**src/rtl/decode_stage.sv**
```systemverilog
// RISC-V base-opcode decode stage behind a two-entry skid buffer (OUT + SKID).
// Optional illegal-instruction checking is enabled by defining DECODE_ILLEGAL_CHECK_EN.
package decode_pkg;
  typedef struct packed {
    logic [6:0]  funct7;
    logic [2:0]  funct3;
    logic [4:0]  rs2;
    logic [4:0]  rs1;
    logic [4:0]  rd;
    logic [6:0]  opcode;
    logic [11:0] imm_i;
    logic [11:0] imm_s;
    logic [12:0] imm_b;
    logic [19:0] imm_u;
    logic [20:0] imm_j;
  } instr_field;

  typedef struct packed {
    logic load;
    logic load_fp;
    logic misc_mem;
    logic op_imm;
    logic auipc;
    logic op_imm_32;
    logic store;
    logic store_fp;
    logic amo;
    logic op;
    logic lui;
    logic op_32;
    logic madd;
    logic msub;
    logic nmsub;
    logic nmadd;
    logic op_fp;
    logic branch;
    logic jalr;
    logic jal;
    logic system;
  } opcode_map;
endpackage

module decode_stage
  import decode_pkg::*;
#(
  parameter int              XLEN         = 32,
  parameter logic [XLEN-1:0] RESET_PC_TAG = '0
) (
  input  logic            clk_i,
  input  logic            rst_ni,
  input  logic            flush_i,
  input  logic            in_valid_i,
  output logic            in_ready_o,
  input  logic [31:0]     in_instr_i,
  input  logic [XLEN-1:0] in_pc_i,
  output logic            out_valid_o,
  input  logic            out_ready_i,
  output logic [XLEN-1:0] out_pc_o,
  output instr_field      out_field_o,
  output opcode_map       out_op_o,
  output logic [XLEN-1:0] out_imm_o,
  output logic            out_illegal_o
);

  typedef struct packed {
    logic [XLEN-1:0] pc;
    instr_field      fld;
    opcode_map       op;
    logic [XLEN-1:0] imm;
  } entry_t;

  // Encoding chosen so that bit 0 is "OUT valid" and bit 1 is "SKID valid".
  typedef enum logic [1:0] {
    S_EMPTY = 2'b00,
    S_ONE   = 2'b01,
    S_FULL  = 2'b11
  } state_e;

  state_e r_state;
  state_e w_state_nxt;
  entry_t r_out;
  entry_t r_skid;
  entry_t w_dec;
  logic   w_in_xfer;
  logic   w_out_xfer;
  logic   w_ld_out_in;
  logic   w_ld_out_skid;
  logic   w_ld_skid;

  // ---------------- decode (input side) ----------------
  always_comb begin
    // NOTE: every output of a combinational block gets a default first, so no path can infer a latch.
    w_dec        = '0;
    w_dec.pc     = in_pc_i;
    w_dec.fld.funct7 = in_instr_i[31:25];
    w_dec.fld.funct3 = in_instr_i[14:12];
    w_dec.fld.rs2    = in_instr_i[24:20];
    w_dec.fld.rs1    = in_instr_i[19:15];
    w_dec.fld.rd     = in_instr_i[11:7];
    w_dec.fld.opcode = in_instr_i[6:0];
    w_dec.fld.imm_i  = in_instr_i[31:20];
    w_dec.fld.imm_s  = {in_instr_i[31:25], in_instr_i[11:7]};
    w_dec.fld.imm_b  = {in_instr_i[31], in_instr_i[7], in_instr_i[30:25], in_instr_i[11:8], 1'b0};
    w_dec.fld.imm_u  = in_instr_i[31:12];
    w_dec.fld.imm_j  = {in_instr_i[31], in_instr_i[19:12], in_instr_i[20], in_instr_i[30:21], 1'b0};

    if (in_instr_i[1:0] == 2'b11) begin
      case (in_instr_i[6:2])
        5'b00000: w_dec.op.load      = 1'b1;
        5'b00001: w_dec.op.load_fp   = 1'b1;
        5'b00011: w_dec.op.misc_mem  = 1'b1;
        5'b00100: w_dec.op.op_imm    = 1'b1;
        5'b00101: w_dec.op.auipc     = 1'b1;
        5'b00110: w_dec.op.op_imm_32 = 1'b1;
        5'b01000: w_dec.op.store     = 1'b1;
        5'b01001: w_dec.op.store_fp  = 1'b1;
        5'b01011: w_dec.op.amo       = 1'b1;
        5'b01100: w_dec.op.op        = 1'b1;
        5'b01101: w_dec.op.lui       = 1'b1;
        5'b01110: w_dec.op.op_32     = 1'b1;
        5'b10000: w_dec.op.madd      = 1'b1;
        5'b10001: w_dec.op.msub      = 1'b1;
        5'b10010: w_dec.op.nmsub     = 1'b1;
        5'b10011: w_dec.op.nmadd     = 1'b1;
        5'b10100: w_dec.op.op_fp     = 1'b1;
        5'b11000: w_dec.op.branch    = 1'b1;
        5'b11001: w_dec.op.jalr      = 1'b1;
        5'b11011: w_dec.op.jal       = 1'b1;
        5'b11100: w_dec.op.system    = 1'b1;
        default:  ;
      endcase
    end

    if (w_dec.op.load || w_dec.op.op_imm || w_dec.op.op_imm_32 || w_dec.op.jalr)
      w_dec.imm = XLEN'($signed(w_dec.fld.imm_i));
    else if (w_dec.op.store)
      w_dec.imm = XLEN'($signed(w_dec.fld.imm_s));
    else if (w_dec.op.branch)
      w_dec.imm = XLEN'($signed(w_dec.fld.imm_b));
    else if (w_dec.op.lui || w_dec.op.auipc)
      w_dec.imm = XLEN'($signed({w_dec.fld.imm_u, 12'b0}));
    else if (w_dec.op.jal)
      w_dec.imm = XLEN'($signed(w_dec.fld.imm_j));
  end

  // ---------------- skid-buffer control ----------------
  assign out_valid_o = (r_state != S_EMPTY);
  assign in_ready_o  = (r_state != S_FULL);
  assign w_in_xfer   = in_valid_i && in_ready_o;
  assign w_out_xfer  = out_valid_o && out_ready_i;

  always_ff @(posedge clk_i or negedge rst_ni) begin
    // NOTE: state registers use non-blocking assignments so every flop samples pre-edge values.
    if (!rst_ni) r_state <= S_EMPTY;
    else         r_state <= w_state_nxt;
  end

  always_comb begin
    w_state_nxt   = r_state;
    w_ld_out_in   = 1'b0;
    w_ld_out_skid = 1'b0;
    w_ld_skid     = 1'b0;
    if (flush_i) begin
      w_state_nxt = S_EMPTY;
    end else begin
      case (r_state)
        S_EMPTY: if (w_in_xfer) begin
          w_ld_out_in = 1'b1;
          w_state_nxt = S_ONE;
        end
        S_ONE: case ({w_in_xfer, w_out_xfer})
          2'b10: begin
            w_ld_skid   = 1'b1;
            w_state_nxt = S_FULL;
          end
          2'b11:   w_ld_out_in = 1'b1;
          2'b01:   w_state_nxt = S_EMPTY;
          default: ;
        endcase
        S_FULL: if (w_out_xfer) begin
          w_ld_out_skid = 1'b1;
          w_state_nxt   = S_ONE;
        end
        default: w_state_nxt = S_EMPTY;
      endcase
    end
  end

  always_ff @(posedge clk_i or negedge rst_ni) begin
    // NOTE: the two entry registers are reset too, so nothing stale is ever observable after reset.
    if (!rst_ni) begin
      r_out  <= '0;
      r_skid <= '0;
    end else begin
      if (w_ld_out_in)        r_out <= w_dec;
      else if (w_ld_out_skid) r_out <= r_skid;
      if (w_ld_skid)          r_skid <= w_dec;
    end
  end

  // Outputs are masked while OUT is empty so flushed/reset contents never leak.
  assign out_pc_o    = out_valid_o ? r_out.pc  : RESET_PC_TAG;
  assign out_field_o = out_valid_o ? r_out.fld : '0;
  assign out_op_o    = out_valid_o ? r_out.op  : '0;
  assign out_imm_o   = out_valid_o ? r_out.imm : '0;

`ifdef DECODE_ILLEGAL_CHECK_EN
  logic r_out_ill;
  logic r_skid_ill;
  logic w_dec_ill;

  assign w_dec_ill = (in_instr_i[1:0] != 2'b11) || (w_dec.op == '0) ||
                     ((XLEN == 32) && (w_dec.op.op_32 || w_dec.op.op_imm_32));

  always_ff @(posedge clk_i or negedge rst_ni) begin
    if (!rst_ni) begin
      r_out_ill  <= 1'b0;
      r_skid_ill <= 1'b0;
    end else begin
      if (w_ld_out_in)        r_out_ill <= w_dec_ill;
      else if (w_ld_out_skid) r_out_ill <= r_skid_ill;
      if (w_ld_skid)          r_skid_ill <= w_dec_ill;
    end
  end

  assign out_illegal_o = out_valid_o && r_out_ill;
`else
  assign out_illegal_o = 1'b0;
`endif

endmodule

```
**config.mk**
```make
export PLATFORM = sky130hd
export DESIGN_NAME = decode_stage
export DESIGN_NICKNAME = d
export VERILOG_FILES = /design/src/rtl/decode_stage.sv
export SDC_FILE = /design/constraint.sdc
export NUM_CORES = 1
export LEC_CHECK = 0
export BUFFER_PORTS_ARGS = -buffer_cell sky130_fd_sc_hd__buf_4
export CAP_MARGIN = 0
export CORE_ASPECT_RATIO = 0.75
export CORE_MARGIN = 10
export CORE_UTILIZATION = 25
export CTS_CLUSTER_SIZE = 24
export DETAILED_ROUTE_END_ITERATION = 16
export PLACE_DENSITY_LB_ADDON = 0.25
export SLEW_MARGIN = 40
export SYNTH_ARGS = -nofsm -noshare
export SYNTH_HDL_FRONTEND = slang
export SYNTH_SLANG_ARGS = --single-unit
```
**constraint.sdc**
```tcl
create_clock -name clk_i -period 5.45 [get_ports clk_i]
set_input_delay 1.09 -clock clk_i [delete_from_list [all_inputs] [get_ports clk_i]]
set_output_delay 1.09 -clock clk_i [all_outputs]
set_load 0.01 [all_outputs]
```
---- Yosys cells after proc, flatten, opt, wreduce, memory -nomap -nowiden ----
Cells that the tools add are included.
word-level totals
  register bits ........................... 390
  input bits .............................. 69
  output and inout port bits .............. 198
  word-level logic and storage cells ...... 158
operators by class
  equal/unequal tests ..................... 30
  mux-type cells .......................... 48
  reduce and logical (&&, ||, !) cells .... 11
operators by type and width
  cell                count
  $mux 195            2
  $mux 32             7
  $mux 110            1
  $eq 5x5->1 const B  9
  $mux 21             2
  $eq 5x4->1 const B  6
  $mux 1              30
  $eq 5x3->1 const B  3
  $eq 2x2->1 const B  4
  $mux 2              3
  $ne 3x3->1 const B  2
  $pmux 2 s3          1
  $eq 5x1->1 const B  1
  $eq 5x2->1 const B  1
  $logic_not 5->1     1
  $eq 2x1->1 const B  2
  $logic_or 1x1->1    4
  $ne 4x3->1 const B  1
  $pmux 2 s2          1
  $reduce_bool 2->1   2
  $reduce_and 3->1    1
  $logic_and 1x1->1   2
  $logic_not 2->1     1
  $ne 2x2->1 const B  1
  $pmux 1 s2          1

---- Depth between registers and ports, before layout ----
Gate-level depths: netlist (run 1).
  depth in word-level cells ............... 9
  gate-level depth with buffers ........... 9
  mapped depth without buffers ............ 6

---- Worst setup path before layout (run 1) ----
OpenSTA, ideal clock, no wires.
  path type ............................... flip-flop to output port
  start ................................... register r_state[0]
  end ..................................... output out_field_o[103] (netlist name)
  data arrival time ....................... 1.643 ns
  data required time ...................... 4.360 ns
  path slack .............................. 2.717 ns
  stages on the path, launching flop included .. 7
  path buffers ............................ 3
  path through ............................ dfrtp_1 -> inv_1 -> ha_1 -> clkbuf_1 -> clkbuf_1 -> nor2b_1 -> buf_4
RTL lines
  what                    line  RTL
  from (decl)             79    state_e r_state;
  from (signal assigned)  155   else r_state <= w_state_nxt;
  to (decl)               59    output instr_field out_field_o,

==> metrics.cfg, run 1 <==
[timing]
min_period_ns = 3.884
fin_tns_setup_ns = 0
skew_ns = 0.02152
rsz0062_at_grt = no
finalSetupViolations = 0
slew_headroom = 0.4924
hold_violations = 0
layout_setup_ws_ns = 1.566
period_share = 0.7127
slew_viol_final = 0
fmax_ghz = 0.2574
worst_slew_pin_slew_ns = 0.7600

[cts]
tritoncts = done
htree_levels = 1
ctsRootBufferMaster = clkbuf_16
path_clk_slew_ns = 0.06
cts_sinks = 236
ctsHoldBuffers = 0
cts_resized = 0
cts_buffers = 27
clk_path_buf_depth = 3
postCtsSetupBuffers = 0
clock_latency_ns = 0.57

[yosys]
post-synth-top-count-cell = nand2_1
seq_area_frac_synth = 0.5140
synth_top_area_cell = dfrtp_1
netlist.area_leader.share = 0.5140
avgSynthCellArea_sq_um = 9.090
synth-seq-cells = 236
async_reset_ff_frac = 1.000
synth-edff-count = 0
synth_cell_types = 57
synth.cell_area_sq_um = 11490
yosys_warnings = 0
synthTopCellsByArea = dfrtp_1, nand2_1, nor2b_1, buf_4, a22oi_1
synth_commonest_cells = nand2_1, dfrtp_1, nor2b_1
synthFlopType = dfrtp_1
synth_cells = 1264

[run]
drv_cap = 0

[place]
io_buffer_count = 263
gp_congestion = 0.7461
dp_cells = 1961
place_hpwl_um = 25750
place_ws_ns = 1.866

[worst_setup_path]
end_kind = output pin
cp_max_fo = 67
required_ns = 4.36
rrSetupSlack_ns = 2.04
worst-path-buf-inv = 3
start_kind = flip-flop
r2r-start = r_state[0]
worstPathCellList = inv_1 -> ha_4 -> buf_6 -> nor2b_1 -> buf_4
critPathArrivalTime_ns = 2.79
slowest_delay_ns = 0.60
path_class = reg -> out
regToRegEndpoint = r_skid[37]
r2r_cells = 8
cp_slowest_cell = ha_4
crit_path_start = r_state[0]
cp_top_family = buffers and inverters

[cells_and_area]
fillers = 4659
seq_area_sq_um = 5906
n_antenna_cell = 0
drive_above_1_share = 0.2432
nets = 1479
layoutNonFillerInstCount = 2013
multiInputGateArea_sq_um = 4646
syn_to_final_growth_pct = 25.79

[route]
drc_errors = 0
drt_iter0_drc = 660
vias_per_cell = 4.630
routedWlPerCell_um = 18.94
firstDrtPassIters = 5
vias = 9321
totalWireLength_um = 38130
detail-route-antenna-nets = 0

[power]
p_sw_frac = 0.3497
p_switching_uw = 2399
sequentialPowerShare = 0.388
clkPwrFrac = 0.274
internal_power_uw = 4461
finalPower_uw = 6860
vdd_drop_max_mv = 0.2299
power_frac_comb = 0.338
p_leak_uw = 0.007046
power_density_nw_per_um2 = 474.7

[outcome]
status = completed

[floorplan]
rows = 67
die_w_um = 267.5
coreArea_sq_um = 45020
ioPinCount = 267
die_y_um = 205.7
die_area_sq_um = 55020
start_util = 0.2552

[global_route]
grt_pass1_wl_um = 58590
grt_util_all_layers = 0.1330
grt_start_max_net_pins = 100
antenna_found_initial = 1
grt_pass1_vias = 9538
overflow = 0

[worst_hold_path]
min_path_type = in -> async

[layout by cell type (no fill, tap or decap), types with 17 or more instances in the layout]
cell type / instances
o21ai_0: 21
nor2_1: 26
clkbuf_16: 27
buf_4: 272
dfrtp_1: 236
nor2b_1: 120
nand2_1: 396
a22o_1: 17
a22oi_1: 67
a21oi_1: 25
a221o_1: 27
nand3_1: 37
[cell families after synthesis]
| family | synth area share |
|---|---|
| mux | 0.004465 |
| other cells | 0.0003264 |
| buf+inv | 0.08788 |
| simple gates | 0.2619 |
| fa+ha+maj | 0.004356 |
| flops | 0.5140 |
| compound gates | 0.1271 |
[area by class of cell]
class | instances | area share
repair buffers | 283 | 0.1538
clock inverters | 5 | 0.004502
clock buffers | 45 | 0.05904
well taps | 586 | 0.05073
inverters | 7 | 0.001818
flip-flops and latches | 236 | 0.4086
multi-input cells | 851 | 0.3214
[power groups by stage]
stage / clock, uW / sequential, uW / combinational (uW)
after floorplan: 0 / 2560 / 1570
after detailed placement: 0 / 2680 / 2360
after CTS: 1940 / 2660 / 2370
final: 1880 / 2660 / 2320
after global placement: 0 / 2690 / 2310
after global routing: 2000 / 2740 / 2600
[through the flow]
step           utilization  hold WS (ns)  cell area [sq um]
2_1_floorplan            -        0.4381              11500
3_5_place_dp        0.2994        0.4548              13480
4_1_cts             0.3198        0.4697              14400
5_1_grt             0.3210        0.3494              14450
3_3_place_gp        0.2980        0.4538              13410
6_report            0.3210        0.3596              14450
[metal layers]
layer	track usage	share of wire
met5	0	0.00018
met3	0.04139	0.079
met1	0.1893	0.48
met2	0.1978	0.43
met4	0.01893	0.012
[worst max-delay path by stage]
stage / to / slack [ns] / cells past startpoint
floorplan: out_field_o[103] / 2.72 / 6
detailed placement: r_skid[37] / 1.87 / 6
global placement: out_field_o[59] / 1.95 / 5
global route: out_field_o[50] / 1.33 / 5
finish: out_field_o[64] / 1.57 / 5
CTS: out_field_o[50] / 1.26 / 5
[state kept, by name, summed over array words and instances, names as in the netlist]
signal and count:
r_state 2, r_skid 117, r_out 117
(Power assumes the default switching activity.)
==> inputs of run 2 (changes only) <==
- clock period: 5.45 -> 3.42 ns (I/O delays scaled with it)
==> run 2 against run 1 <==
  * Worst setup slack lost 1.1 ns
  * First-iteration DRC count grew 31%
  * Worst hold slack worse by 0.26 ns
  * Largest cell class unchanged
==> metrics.cfg, run 2 (synthesis results as in run 1) <==
[cells_and_area]
layoutNonFillerInstCount = 2015  ; +0.099%
nets = 1481  ; +0.14%
syn_to_final_growth_pct = 25.84  ; about the same
drive_above_1_share = 0.2442  ; +0.001059
final_common_cell = nand2_1
n_antenna_cell = 0  ; unchanged
final_cell_mix = nand2_1, buf_4, dfrtp_1
top_regs = r_out (117), r_skid (117), r_state (2)

[timing]
slew_viol_final = 0  ; unchanged
skew_ns = 0.03149  ; +0.009968 ns
rsz0062_at_grt = no
worst_slew_pin_slew_ns = 0.7989  ; +0.03891 ns
fmax_ghz = 0.3368
min_period_ns = 2.969
hold_violations = 0  ; unchanged
period_share = 0.8682
fin_tns_setup_ns = 0  ; unchanged
slew_headroom = 0.4650  ; -0.02736
finalSetupViolations = 0  ; unchanged

[route]
drt_iter0_drc = 865  ; +31%
firstDrtPassIters = 5  ; unchanged
detail-route-antenna-nets = 0  ; unchanged
vias = 9465  ; +1.5%
totalWireLength_um = 38770  ; +1.7%
drc_errors = 0  ; unchanged
vias_per_cell = 4.697  ; +1.4%
routedWlPerCell_um = 19.24  ; +1.6%

[floorplan]
die_y_um = 205.7  ; unchanged
start_util = 0.2552  ; unchanged
ioPinCount = 267  ; unchanged
coreArea_sq_um = 45020  ; unchanged
die_w_um = 267.5  ; unchanged
die_area_sq_um = 55020  ; unchanged
rows = 67  ; unchanged

[power]
power_density_nw_per_um2 = 764.4  ; +61%
p_leak_uw = 0.007058  ; +0.16%
finalPower_uw = 11050  ; +61%
vdd_drop_max_mv = 0.4779  ; +110%

[outcome]
status = completed

[place]
io_buffer_count = 263  ; unchanged
dp_cells = 1964  ; +0.15%
place_hpwl_um = 25890  ; +0.56%
gp_congestion = 0.7632  ; +2.3%

[cts]
htree_levels = 1  ; unchanged
tritoncts = done
clock_latency_ns = 0.58  ; about the same
cts_resized = 0  ; unchanged
cts_buffers = 28  ; +3.7%
path_clk_slew_ns = 0.06  ; about the same
ctsRootBufferMaster = clkbuf_16
ctsHoldBuffers = 0  ; unchanged
clk_path_buf_depth = 3  ; unchanged
postCtsSetupBuffers = 0  ; unchanged
cts_sinks = 236  ; unchanged

[global_route]
grt_pass1_vias = 9479  ; -0.62%
grt_util_all_layers = 0.1358  ; +0.002858
grt_pass1_wl_um = 59620  ; +1.8%
overflow = 0  ; unchanged
antenna_found_initial = 1  ; unchanged
grt_start_max_net_pins = 122  ; +22%

[worst_setup_path]
required_ns = 2.74  ; -1.62 ns
path_class = reg -> out
cp_max_fo = 121  ; +81%
end_kind = output pin
critPathArrivalTime_ns = 2.29  ; -0.50 ns
rrSetupSlack_ns = 0.87  ; -1.17 ns
start_kind = flip-flop

[run]
drv_cap = 0  ; unchanged

[worst_hold_path]
min_path_type = in -> async

## run 2: cell types whose count changed in the layout (fill, tap and decap cells not counted), moves of 2 or more
cell,delta
buf_4,+5
buf_6,-3
clkbuf_8,-5
clkinv_2,+3
bufinv_16,+2
## run 2: per-stage QoR
stage | hold WS (ns) | instance area (sq um) | worst slack [ns] | utilization
floorplan | 0.3884 | 11500 | 1.093 | -
global placement | 0.4518 | 13500 | 0.7746 | 0.3000
detailed placement | 0.4545 | 13500 | 0.7384 | 0.3000
CTS | 0.1165 | 14450 | 0.4053 | 0.3210
global route | 0.1440 | 14460 | 0.2799 | 0.3212
finish | 0.09470 | 14460 | 0.4508 | 0.3212
## run 2: area by class of cell
type / instances / area [sq um]
Clock buffer: 40 / 805.8
Clock inverter: 11 / 143.9
Fill cell: 4718 / 30560
Inverter: 7 / 26.28
Multi-Input combinational cell: 851 / 4629
Sequential cell: 236 / 5906
Tap cell: 586 / 733.2
Timing Repair Buffer: 284 / 2215
## run 2: power breakdown
group,switching [uW],internal (uW)
Sequential,521,3720
Combinational,2090,1620
Clock,1250,1860
Total,3860,7200
## run 2: path summary, 6_finish.rpt
path                       cells after the start              end   startpoint
min in group clk_i                             3      r_skid[194]  in_pc_i[31]
max in group asynchronous                      2      r_skid[171]       rst_ni
max reg2reg                                    5       r_skid[44]   r_state[0]
min reg2reg                                    2        r_out[30]   r_skid[30]
max                                            5  out_field_o[77]   r_state[0]
min                                            1      r_skid[138]       rst_ni
## run 2: routing by layer
| metal | track usage | share of wire |
|---|---|---|
| met5 | 0 | 0.00044 |
| met1 | 0.1948 | 0.48 |
| met2 | 0.1979 | 0.42 |
| met3 | 0.04235 | 0.080 |
| met4 | 0.02477 | 0.015 |
## run 2: worst max-delay path, cell delays in order (launching register included)
cell and delay [ns]:
dfrtp_1 0.40, inv_1 0.15, ha_4 0.19, buf_12 0.46
nor2b_1 0.24, buf_4 0.21
==> inputs of run 3 (changes only) <==
- BUFFER_PORTS_ARGS: -buffer_cell sky130_fd_sc_hd__buf_4 -> -buffer_cell sky130_fd_sc_hd__buf_2
==> run 3 against run 2 <==
  * Wire length shrank 1.9%
  * Die area did not move
  * Utilization decreased by 1.5 points
  * Worst setup slack improved by 0.017 ns
  * Critical path type unchanged
  * Maximum frequency increased by 0.58%
  * Sequential cell count did not move
  * Sequential share of layout area up 2.0 points
  * Clock-buffer cell count is 1 higher
  * Worst hold slack got worse by 0.062 ns
  * Sequential power is essentially flat
  * Total power down 4.8%
==> metrics.cfg, run 3 (synthesis results as in run 1) <==
[place]
place_hpwl_um = 25170  ; -2.8%
gp_congestion = 0.7847  ; +2.8%
dp_cells = 1962  ; -0.10%
io_buffer_count = 263  ; unchanged

[floorplan]
coreArea_sq_um = 45020  ; unchanged
rows = 67  ; unchanged
start_util = 0.2552  ; unchanged
die_area_sq_um = 55020  ; unchanged
ioPinCount = 267  ; unchanged
die_y_um = 205.7  ; unchanged
die_w_um = 267.5  ; unchanged

[worst_hold_path]
min_path_type = in -> async

[route]
totalWireLength_um = 38020  ; -1.9%
vias_per_cell = 4.667  ; -0.64%
drc_errors = 0  ; unchanged
vias = 9390  ; -0.79%
detail-route-antenna-nets = 0  ; unchanged
routedWlPerCell_um = 18.90  ; -1.8%
firstDrtPassIters = 5  ; unchanged
drt_iter0_drc = 781  ; -9.7%

[cells_and_area]
nets = 1478  ; -0.20%
layoutNonFillerInstCount = 2012  ; -0.15%
fin_util = 0.3060  ; -0.01520
final_common_cell = nand2_1
n_antenna_cell = 0  ; unchanged
fillers = 4712  ; -0.13%
top_regs = r_out (117), r_skid (117), r_state (2)
final_cell_mix = nand2_1, buf_2, dfrtp_1
syn_to_final_growth_pct = 19.88
drive_above_1_share = 0.2405  ; -0.003694

[worst_setup_path]
r2r-start = r_state[1]
cp_slowest_cell = buf_12
regToRegEndpoint = r_out[16]
path_class = reg -> out
end_kind = output pin
required_ns = 2.74  ; about the same
worst-path-buf-inv = 3  ; unchanged
critPathArrivalTime_ns = 2.27  ; -0.02 ns
cp_top_family = buffers and inverters
rrSetupSlack_ns = 0.87  ; about the same
r2r_cells = 6  ; +1
cp_max_fo = 122  ; +0.83%
slowest_delay_ns = 0.47  ; about the same
worstPathCellList = inv_1 -> ha_4 -> buf_12 -> nor2b_1 -> buf_2
start_kind = flip-flop

[cts]
postCtsSetupBuffers = 0  ; unchanged
cts_sinks = 236  ; unchanged
cts_resized = 0  ; unchanged
tritoncts = done
ctsRootBufferMaster = clkbuf_16
path_clk_slew_ns = 0.06  ; about the same
clk_path_buf_depth = 3  ; unchanged
htree_levels = 1  ; unchanged
cts_buffers = 27  ; -3.6%
ctsHoldBuffers = 0  ; unchanged
clock_latency_ns = 0.57  ; about the same

[timing]
hold_violations = 0  ; unchanged
rsz0062_at_grt = no
min_period_ns = 2.952  ; -0.01712 ns
fmax_ghz = 0.3387  ; +0.58%
fin_tns_setup_ns = 0  ; unchanged
slew_viol_final = 0  ; unchanged
finalSetupViolations = 0  ; unchanged
period_share = 0.8632  ; -0.005006
slew_headroom = 0.4501  ; -0.01494
skew_ns = 0.03037  ; -0.001121 ns
worst_slew_pin_slew_ns = 0.8212  ; +0.02232 ns

[global_route]
antenna_found_initial = 2  ; +1
grt_use_met2 = 0.2048  ; +0.006947
grt_pass1_vias = 9624  ; +1.5%
grt_util_all_layers = 0.1348  ; -0.001066
grt_pass1_wl_um = 58960  ; -1.1%
grt_use_met1 = 0.1892  ; -0.005606
use_met3 = 0.03901  ; -0.003340
overflow = 0  ; unchanged
grt.busiest_layer = met2
grt_start_max_net_pins = 123  ; +0.82%

[outcome]
status = completed

[power]
p_leak_uw = 0.006970  ; -1.2%
vdd_drop_max_mv = 0.5440  ; +14%
finalPower_uw = 10520  ; -4.8%
power_density_nw_per_um2 = 763.8  ; about the same

[run]
drv_cap = 0  ; unchanged

[run 3: worst max-delay path by stage]
stage | from | end | slack (ns) | depth (start not counted)
finish | r_state[0] | out_field_o[84] | 0.47 | 5
global route | r_state[0] | out_field_o[84] | 0.28 | 5
CTS | r_state[0] | out_field_o[84] | 0.41 | 5
detailed placement | out_ready_i | r_skid[15] | 0.71 | 5
global placement | out_ready_i | r_skid[19] | 0.73 | 5
floorplan | r_state[0] | out_field_o[103] | 1.09 | 6
[run 3: cell type report]
type,count,area (sq um),share of cell area
Tap cell,586,733.2,0.05323
Inverter,7,26.28,0.001908
Multi-Input combinational cell,851,4623,0.3356
Clock inverter,9,116.4,0.008448
Timing Repair Buffer,282,1582,0.1148
Clock buffer,41,788.3,0.05723
Sequential cell,236,5906,0.4287
[run 3: routing by layer]
metal  routed length [um]  vias to the layer above
met2                16570                      290
met5                   17                        -
met3                 3064                       37
met4                  507                        2
met1                17860                     4606
li1                     -                     4455
[run 3: worst register-to-register path: stages (launching register included)]
cell and delay (ns):
dfrtp_1 0.41, inv_1 0.14, ha_1 0.25, a21oi_1 0.16, or3_2 0.80, a21oi_2 0.51
a22o_1 0.22
[run 3: power by group]
part	switching [uW]	leakage [uW]	internal, uW
combinational	2040	0.00347	1270
clock	1240	0.000444	1750
sequential	504	0.00305	3720
[run 3: metrics by stage]
step	area (sq um)	setup WS (ns)	hold WS [ns]
after floorplan	11500	1.093	0.3884
after global placement	12870	0.7318	0.4515
after detailed placement	12870	0.7145	0.4546
after CTS	13770	0.4107	0.03065
after global routing	13770	0.2806	0.04570
final	13770	0.4680	0.03276
